File: src/rtl/axi_build_info.sv
// rtl/axi_build_info.sv - AXI4-Lite build identity block: version, hash, user words, scratch, uptime
module axi_build_info #(
   parameter int                       ADDR_WIDTH   = 8,
   parameter logic [31:0]              VER_MAJOR    = '0,
   parameter logic [31:0]              VER_MINOR    = '0,
   parameter logic [31:0]              VER_BUILD    = '0,
   parameter logic [31:0]              VER_RCAND    = '0,
   parameter logic [31:0]              BUILD_DATE   = '0,
   parameter logic [31:0]              BUILD_TIME   = '0,
   parameter logic [31:0]              RTL_TYPE     = '0,
   parameter logic [31:0]              RTL_SUBTYPE  = '0,
   parameter int                       HASH_WORDS   = 5,
   parameter logic [HASH_WORDS*32-1:0] GIT_HASH     = '0,
   parameter int                       USER_WORDS   = 4,
   // Uptime start value at reset release (normally 0)
   parameter logic [63:0]              UPTIME_RESET = '0
) (
   input  logic                     AXI_ACLK,
   input  logic                     AXI_ARESETN,
   input  logic [ADDR_WIDTH-1:0]    S_AXI_AWADDR,
   input  logic                     S_AXI_AWVALID,
   output logic                     S_AXI_AWREADY,
   input  logic [2:0]               S_AXI_AWPROT,
   input  logic [31:0]              S_AXI_WDATA,
   input  logic [3:0]               S_AXI_WSTRB,
   input  logic                     S_AXI_WVALID,
   output logic                     S_AXI_WREADY,
   output logic [1:0]               S_AXI_BRESP,
   output logic                     S_AXI_BVALID,
   input  logic                     S_AXI_BREADY,
   input  logic [ADDR_WIDTH-1:0]    S_AXI_ARADDR,
   input  logic                     S_AXI_ARVALID,
   input  logic [2:0]               S_AXI_ARPROT,
   output logic                     S_AXI_ARREADY,
   output logic [31:0]              S_AXI_RDATA,
   output logic [1:0]               S_AXI_RRESP,
   output logic                     S_AXI_RVALID,
   input  logic                     S_AXI_RREADY,
   input  logic [USER_WORDS*32-1:0] USER_INFO
);

   localparam logic [1:0]  OKAY   = 2'd0;
   localparam logic [1:0]  SLVERR = 2'd2;
   localparam logic [1:0]  DECERR = 2'd3;
   localparam int          IW     = ADDR_WIDTH - 2;
   localparam logic [31:0] CAPS   = {8'(HASH_WORDS), 8'(USER_WORDS), 16'h0002};

   typedef enum logic {R_IDLE, R_RESP} rd_state_t;
   typedef enum logic [1:0] {W_IDLE, W_HAVE_AW, W_HAVE_W, W_RESP} wr_state_t;

   rd_state_t     rd_state;
   wr_state_t     wr_state;
   logic [31:0]   scratch;
   logic [63:0]   uptime;
   logic [31:0]   uptime_hi_shadow;
   logic [IW-1:0] ar_idx;
   logic [31:0]   rd_data_c;
   logic [1:0]    rd_resp_c;
   logic          ar_hs;
   logic [IW-1:0] awaddr_q;
   logic [31:0]   wdata_q;
   logic [3:0]    wstrb_q;
   logic [IW-1:0] aw_idx_eff;
   logic [31:0]   wdata_eff;
   logic [3:0]    wstrb_eff;
   logic [1:0]    wr_resp_c;
   logic          wr_scratch_c;
   logic          aw_hs;
   logic          w_hs;
   logic          wr_commit;
   logic          unused_ok;

   assign unused_ok = ^{S_AXI_AWPROT, S_AXI_ARPROT, S_AXI_ARADDR[1:0], S_AXI_AWADDR[1:0]};

   assign ar_idx = S_AXI_ARADDR[ADDR_WIDTH-1:2];
   assign ar_hs  = (rd_state == R_IDLE) && S_AXI_ARVALID;

   always_comb begin
      rd_data_c = '0;
      rd_resp_c = DECERR;
      if (ar_idx < IW'(12)) begin
         rd_resp_c = OKAY;
         case (ar_idx[3:0])
            4'd0:    rd_data_c = VER_MAJOR;
            4'd1:    rd_data_c = VER_MINOR;
            4'd2:    rd_data_c = VER_BUILD;
            4'd3:    rd_data_c = VER_RCAND;
            4'd4:    rd_data_c = BUILD_DATE;
            4'd5:    rd_data_c = RTL_TYPE;
            4'd6:    rd_data_c = RTL_SUBTYPE;
            4'd7:    rd_data_c = BUILD_TIME;
            4'd8:    rd_data_c = scratch;
            4'd9:    rd_data_c = uptime[31:0];
            4'd10:   rd_data_c = uptime_hi_shadow;
            4'd11:   rd_data_c = CAPS;
            default: rd_data_c = '0;
         endcase
      end
      // Hash word 0 is the most significant word of GIT_HASH
      for (int i = 0; i < HASH_WORDS; i++) begin
         if (ar_idx == IW'(16 + i)) begin
            rd_data_c = GIT_HASH[(HASH_WORDS-1-i)*32 +: 32];
            rd_resp_c = OKAY;
         end
      end
      for (int i = 0; i < USER_WORDS; i++) begin
         if (ar_idx == IW'(32 + i)) begin
            rd_data_c = USER_INFO[32*i +: 32];
            rd_resp_c = OKAY;
         end
      end
   end

   always_ff @(posedge AXI_ACLK or negedge AXI_ARESETN) begin
      if (!AXI_ARESETN) begin
         rd_state      <= R_IDLE;
         S_AXI_ARREADY <= 1'b1;
         S_AXI_RVALID  <= 1'b0;
         S_AXI_RDATA   <= '0;
         S_AXI_RRESP   <= OKAY;
      end else begin
         case (rd_state)
            R_IDLE: if (S_AXI_ARVALID) begin
               S_AXI_RDATA   <= rd_data_c;
               S_AXI_RRESP   <= rd_resp_c;
               S_AXI_RVALID  <= 1'b1;
               S_AXI_ARREADY <= 1'b0;
               rd_state      <= R_RESP;
            end
            R_RESP: if (S_AXI_RREADY) begin
               S_AXI_RVALID  <= 1'b0;
               S_AXI_ARREADY <= 1'b1;
               rd_state      <= R_IDLE;
            end
            default: rd_state <= R_IDLE;
         endcase
      end
   end

   // Reading LO freezes HI so a LO-then-HI pair is coherent across a carry
   always_ff @(posedge AXI_ACLK or negedge AXI_ARESETN) begin
      if (!AXI_ARESETN) begin
         uptime           <= UPTIME_RESET;
         uptime_hi_shadow <= '0;
      end else begin
         uptime <= uptime + 64'd1;
         if (ar_hs && (ar_idx == IW'(9)))
            uptime_hi_shadow <= uptime[63:32];
      end
   end

   assign aw_hs      = S_AXI_AWREADY && S_AXI_AWVALID;
   assign w_hs       = S_AXI_WREADY && S_AXI_WVALID;
   assign aw_idx_eff = (wr_state == W_HAVE_AW) ? awaddr_q : S_AXI_AWADDR[ADDR_WIDTH-1:2];
   assign wdata_eff  = (wr_state == W_HAVE_W) ? wdata_q : S_AXI_WDATA;
   assign wstrb_eff  = (wr_state == W_HAVE_W) ? wstrb_q : S_AXI_WSTRB;
   assign wr_commit  = ((wr_state == W_IDLE) && aw_hs && w_hs) ||
                       ((wr_state == W_HAVE_AW) && w_hs) ||
                       ((wr_state == W_HAVE_W) && aw_hs);

   always_comb begin
      wr_resp_c    = DECERR;
      wr_scratch_c = 1'b0;
      if (aw_idx_eff == IW'(8)) begin
         wr_resp_c    = OKAY;
         wr_scratch_c = 1'b1;
      end else if (aw_idx_eff < IW'(12)) begin
         wr_resp_c = SLVERR;
      end
      for (int i = 0; i < HASH_WORDS; i++)
         if (aw_idx_eff == IW'(16 + i)) wr_resp_c = SLVERR;
      for (int i = 0; i < USER_WORDS; i++)
         if (aw_idx_eff == IW'(32 + i)) wr_resp_c = SLVERR;
   end

   always_ff @(posedge AXI_ACLK or negedge AXI_ARESETN) begin
      if (!AXI_ARESETN) begin
         wr_state      <= W_IDLE;
         S_AXI_AWREADY <= 1'b1;
         S_AXI_WREADY  <= 1'b1;
         S_AXI_BVALID  <= 1'b0;
         S_AXI_BRESP   <= OKAY;
         awaddr_q      <= '0;
         wdata_q       <= '0;
         wstrb_q       <= '0;
         scratch       <= '0;
      end else if (wr_commit) begin
         S_AXI_BRESP   <= wr_resp_c;
         S_AXI_BVALID  <= 1'b1;
         S_AXI_AWREADY <= 1'b0;
         S_AXI_WREADY  <= 1'b0;
         wr_state      <= W_RESP;
         if (wr_scratch_c) begin
            for (int k = 0; k < 4; k++)
               if (wstrb_eff[k]) scratch[8*k +: 8] <= wdata_eff[8*k +: 8];
         end
      end else begin
         case (wr_state)
            W_IDLE: begin
               if (aw_hs) begin
                  awaddr_q      <= S_AXI_AWADDR[ADDR_WIDTH-1:2];
                  S_AXI_AWREADY <= 1'b0;
                  wr_state      <= W_HAVE_AW;
               end else if (w_hs) begin
                  wdata_q      <= S_AXI_WDATA;
                  wstrb_q      <= S_AXI_WSTRB;
                  S_AXI_WREADY <= 1'b0;
                  wr_state     <= W_HAVE_W;
               end
            end
            W_RESP: if (S_AXI_BREADY) begin
               S_AXI_BVALID  <= 1'b0;
               S_AXI_AWREADY <= 1'b1;
               S_AXI_WREADY  <= 1'b1;
               wr_state      <= W_IDLE;
            end
            default: ;
         endcase
      end
   end

endmodule

File: config.mk
export PLATFORM = sky130hd
export DESIGN_NAME = axi_build_info
export DESIGN_NICKNAME = d
export VERILOG_FILES = /design/src/rtl/axi_build_info.sv
export SDC_FILE = /design/constraint.sdc
export NUM_CORES = 1
export LEC_CHECK = 0
export BUFFER_PORTS_ARGS = -buffer_cell sky130_fd_sc_hd__buf_4
export CAP_MARGIN = 25
export CORE_MARGIN = 1
export CORE_UTILIZATION = 59
export DETAILED_ROUTE_END_ITERATION = 6
export GPL_TIMING_DRIVEN = 0
export HOLD_SLACK_MARGIN = 0.05
export PLACE_DENSITY_LB_ADDON = 0.05
export SLEW_MARGIN = 20
export SYNTH_ARGS = -nofsm -noshare
export SYNTH_HDL_FRONTEND = slang
export SYNTH_SLANG_ARGS = --single-unit
File: constraint.sdc
create_clock -name AXI_ACLK -period 4.9 [get_ports AXI_ACLK]
set_clock_uncertainty 0.15 [all_clocks]
set_input_delay 1.47 -clock AXI_ACLK [delete_from_list [all_inputs] [get_ports AXI_ACLK]]
set_output_delay 1.47 -clock AXI_ACLK [all_outputs]
set_load 0.005 [all_outputs]
# After elaboration in Yosys (flattened, before gate mapping)
# Cells that the tools add are included.
[totals]
elab_cells = 146
input_bits = 193
register_bits = 214
[classes]
reduce_logical = 26
bitwise = 3
muxes = 61
n_lt_le_gt_ge = 2
n_eq_ne = 34
add_sub_neg = 1
[op_table]
columns = ["cell", "n"]
rows = [
  ["$mux 32", 11],
  ["$pmux 32 s4", 1],
  ["$add 64x1->64 const B", 1],
  ["$eq 6x5->1 const B", 10],
  ["$eq 6x6->1 const B", 8],
  ["$mux 2", 24],
  ["$reduce_and 3->1", 7],
  ["$mux 1", 17],
  ["$eq 4x4->1 const B", 4],
  ["$eq 6x4->1 const B", 2],
  ["$lt 6x4->1 const B", 2],
  ["$ne 3x3->1 const B", 4],
  ["$pmux 1 s2", 5],
  ["$logic_and 1x1->1", 8],
  ["$reduce_and 4->1", 2],
  ["$mux 6", 1],
  ["$reduce_and 2->1", 3],
  ["$eq 2x2->1 const B", 2],
  ["$mux 4", 1],
  ["$ne 2x2->1 const B", 2],
  ["$ne 4x4->1 const B", 1],
  ["$pmux 2 s2", 1],
  ["$reduce_bool 2->1", 2],
  ["$not 1->1", 3],
  ["4 further kinds", 5],
]

# Depth between registers and ports, before layout
[depth]
depth_word = 14
depth_mapped = 7

# Worst setup path after synthesis
# OpenSTA, ideal clock, no wires.
[synth_path]
path_type = "input-to-reg"
from = "input port S_AXI_ARADDR[5]"
to = "register S_AXI_RDATA[10]"
arrival_time_ps = 3027
slack_ps = 1640
cell_stages = 6
required_time_ps = 4667
setup_ps = 83
n_path_buf = 2
path_cell_list = "or4b_1 -> clkbuf_1 -> nor2_1 -> clkbuf_1 -> a221oi_1 -> o21ai_0"
[synth_between]
elab_chain_cells = 12
word_cells_on_any_way = 25
[synth_lines]
columns = ["element", "line", "text"]
rows = [
  ["from (decl)", "31", "input logic [ADDR_WIDTH-1:0] S_AXI_ARADDR,"],
  ["branches (longest 11 deep; another with $lt 6x4->1)", "-", ""],
  ["$mux 32 *", "107", "if (ar_idx == IW'(32 + i)) begin"],
  ["to (signal assigned)", "124", "S_AXI_RDATA <= rd_data_c;"],
  ["to (decl)", "35", "output logic [31:0] S_AXI_RDATA,"],
]
# Every way passes the cells marked *.
# A chain may end at the register's enable or synchronous reset.

# Worst setup path after layout
[layout_path]
from = "input port S_AXI_ARADDR[2]"
to = "register S_AXI_RDATA[12]"
# The elaborated chain is that of the path after synthesis.

==> flow_summary_export.csv <==
group,metric,value,unit
run_status,run_status,"finished clean",
sta,fmax,0.2992,GHz
yosys,synthArstFlopShare,1.000,
floorplanning,num_io_pins,234,
floorplanning,die_height,137.4,um
detailed_routing,first_iter_violations,607,
worst_hold_path,whs_path_depth,1,
floorplanning,core,17960,sq um
pwr,p_leak,6.490,nW
yosys,synthDominantAreaCellType,"sky130_fd_sc_hd__dfrtp_1",
floorplanning,start_util,0.6017,
sta,timing.max_slew.rel_slack,0.4040,
cts,cts_hold_buf,0,
yosys,synthesis.nets,1180,
cts,cts_made_buffers,23,
sta,fin_worst_hold_slack,0.3183,ns
detailed_routing,drc_errors_left,0,
floorplanning,floorplan.die.width,137.4,um
yosys,synth.most_common_cell,"sky130_fd_sc_hd__dfrtp_1",
placement,hpwlAfterDp,22320,um
sta,setup_viol,0,
worst_hold_path,hold_path.class,"reg2reg",
floorplanning,placement_rows,49,
layout,nets,1430,
worst_hold_path,worst_hold_path.endpoint,"S_AXI_RVALID$_DFFE_PN0P_",
grt,first_global_vias,8619,
setup_path,regToRegStartpoint,"uptime[1]$_DFF_PN0_",
layout,antennaDiodeCount,0,
yosys,post_synthesis_simple_gate_area_fraction,0.1189,
flow_run,max_cap_violations,0,
yosys,synth_seq_cells,213,
sta,final_max_slew_viol_count,0,
cts,clock_insertion_delay_worst_skew,0.51,ns
detailed_routing,antenna_violating_nets_post_route,0,
detailed_routing,drt_wl_total,29350,um
cts,max-clock-path-buffers,3,
pwr,ir_drop,0.2421,mV
layout,sequential_cell_area,5334,sq um
yosys,synth_enable_flop_cells,0,
yosys,synth.mux.area_fraction,0.2023,
placement,routabilityCongestion,0.8773,
detailed_routing,dr_total_vias,8785,
yosys,netlist_area_before_placement,10810,sq um
layout,synthToLayoutAreaGrowth,25.67,%
setup_path,crit_path_start_kind,"input port",
worst_hold_path,hold_path.startpoint,"rd_state$_DFF_PN0_",
yosys,synth_cell_type_count,50,
layout,fillerInstances,1329,
cts,cts_tree,"yes",
yosys,synth.area.top_cells,"sky130_fd_sc_hd__dfrtp_1, sky130_fd_sc_hd__mux2_2, sky130_fd_sc_hd__mux2i_1",
grt,grt_max_degree,97,
yosys,synthAdderAreaFrac,0.001158,
yosys,synthesis.instances,986,
detailed_routing,route.detailed.vias_per_inst,5.928,
setup_path,required_time_at_the_worst_slack_endpoint,5.13,ns
cts,cts_resized,0,
yosys,main_combinational_cell_family_by_area_after_synthesis,"multiplexers",
setup_path,reg2regPathDepth,7,
setup_path,crit_arrival,3.57,ns
grt,antenna_found_initial,0,
setup_path,crit-reg2reg-capture,"uptime[46]$_DFF_PN0_",
detailed_routing,drt_pass1_iterations,5,
sta,tightestPinTransition,0.8858,ns
placement,io_buffers,223,
pwr,power_per_cell_area,298.8,nW/um^2
cts,cts.sink_count,213,
sta,final.period_utilization,0.6820,
setup_path,timing.critical_path.to_type,"flop",
sta,rsz0062_at_grt,"no",
yosys,xor_xnor_fraction_of_synth_area,0.05024,
cts,clk_pin_slew_worst_paths,0.06,ns
grt,gr-total-overflow,0,
yosys,synth_area_per_cell,10.96,sq um
setup_path,crit_fanout,10,
yosys,synth-compound-area-share,0.1041,
grt,first_pass_grt_wire_length,45330,um
yosys,synth.cells.most_frequent,"sky130_fd_sc_hd__dfrtp_1, sky130_fd_sc_hd__mux2_2, sky130_fd_sc_hd__o21ai_0",
sta,setup_total_negative_slack,0,ns
layout,drive_gt1_frac,0.3567,
detailed_routing,detail_route.wl_per_cell,19.80,um
cts,root_buffer,"sky130_fd_sc_hd__clkbuf_16",
sta,finalHoldViolations,0,
yosys,synth_warnings,0,
setup_path,timing_worst_setup_path_type,"in2reg",
cts,postCtsSetupRepairBufs,0,
yosys,most_used_flip_flop_cell_after_synthesis,"sky130_fd_sc_hd__dfrtp_1",
sta,timing.final.crit_period,3.342,ns
cts,deepest_level_of_the_cts_h_tree,1,
grt,grtUsageTotal,0.3164,
layout,area_of_combinational_cells_with_multiple_inputs,5152,sq um
yosys,synth-seq-area-share,0.4935,
setup_path,r2r_slack,2.08,ns
yosys,yosys.area.top_type_share,0.4862,
floorplanning,die_area,18870,sq um
-- registers in the layout, indices dropped and copies added (netlist names) --
register	flops
S_AXI_RVALID	1
S_AXI_WREADY	1
rd_state	1
scratch	32
wdata_q	32
S_AXI_BRESP	2
awaddr_q	6
wr_state	2
uptime	64
S_AXI_RDATA	32
S_AXI_BVALID	1
wstrb_q	4
S_AXI_ARREADY	1
S_AXI_AWREADY	1
uptime_hi_shadow	32
S_AXI_RRESP	1
-- routing by layer --
metal	GRT usage	vias up	part of all wire
met5	0	-	0
met4	0.1319	0	0.040
met3	0.05445	64	0.070
met2	0.5185	296	0.48
met1	0.4167	4339	0.41
li1	-	4086	-
-- area by class of cell --
cell class,count,area share
Buffer,58,0.01879
Clock buffer,31,0.04900
Clock inverter,11,0.006355
Inverter,18,0.004974
Multi-Input combinational cell,697,0.3793
Sequential cell,213,0.3926
Tap cell,229,0.02109
Timing Repair Buffer,225,0.1278
-- critical path: stages --
cell and delay, ns:
sky130_fd_sc_hd__buf_4 0.12, sky130_fd_sc_hd__buf_2 0.24, sky130_fd_sc_hd__buf_1 0.58, sky130_fd_sc_hd__mux2i_1 0.45, sky130_fd_sc_hd__o21ai_0 0.19, sky130_fd_sc_hd__a221oi_1 0.36
sky130_fd_sc_hd__o21ai_0 0.15
-- how the worst max path moves through the flow --
stage	start	endpoint	slack, ns	cells past startpoint
floorplan	S_AXI_ARADDR[5]	S_AXI_RDATA[10]$_DFFE_PN0P_	1.64	6
detailed placement	S_AXI_ARADDR[2]	S_AXI_RDATA[14]$_DFFE_PN0P_	1.08	7
CTS	S_AXI_ARADDR[2]	S_AXI_RDATA[12]$_DFFE_PN0P_	1.60	7
global placement	AXI_ARESETN	uptime[41]$_DFF_PN0_	0.67	1
global route	S_AXI_ARADDR[2]	S_AXI_RDATA[14]$_DFFE_PN0P_	1.43	7
finish	S_AXI_ARADDR[2]	S_AXI_RDATA[12]$_DFFE_PN0P_	1.56	7
-- report_power, final --
part	internal (mW)	total (mW)	switching (mW)
registers	1.82	1.86	0.0331
logic	0.265	0.494	0.229
clock network	1.01	1.71	0.703
total	3.09	4.06	0.965
-- layout by cell type, fill, tap and decap left out, types with 10 or more instances in the layout --
cell                        instances
sky130_fd_sc_hd__buf_4            224
sky130_fd_sc_hd__dfrtp_1          210
sky130_fd_sc_hd__o22ai_1           10
sky130_fd_sc_hd__xnor2_1           27
sky130_fd_sc_hd__nand3_1           21
sky130_fd_sc_hd__nor2_1            33
sky130_fd_sc_hd__xor2_1            35
sky130_fd_sc_hd__a21oi_1           34
sky130_fd_sc_hd__inv_1             18
sky130_fd_sc_hd__clkbuf_16         23
sky130_fd_sc_hd__clkbuf_1          39
sky130_fd_sc_hd__a221oi_1          28
sky130_fd_sc_hd__mux2i_1           61
sky130_fd_sc_hd__buf_2             12
sky130_fd_sc_hd__mux2_2           140
sky130_fd_sc_hd__nand4_1           20
sky130_fd_sc_hd__nor3_1            44
sky130_fd_sc_hd__nor3_2            11
sky130_fd_sc_hd__nand2_1           69
sky130_fd_sc_hd__o21ai_0          102
-- cell families after synthesis --
kind of cell               Yosys count
xor gates and xnor gates            62
AOI/OAI and AO/OA                  193
DFF                                213
and+or+nand+nor                    240
muxes                              201
adders and majority gates            1
buffers and inverters               76
-- per-stage QoR --
stage / std cells / area [sq um] / worst slack, ns / total power, mW / utilization
global placement: 1438 / 12770 / 0.6725 / 2.362 / 0.7109
global route: 1482 / 13580 / 1.433 / 4.201 / 0.7562
detailed placement: 1440 / 12830 / 1.076 / 2.380 / 0.7144
floorplan: 986 / 10810 / 1.640 / 2.116 / -
finish: 1482 / 13580 / 1.558 / 4.059 / 0.7562
CTS: 1482 / 13580 / 1.601 / 4.082 / 0.7562
(Power assumes the default switching activity.)
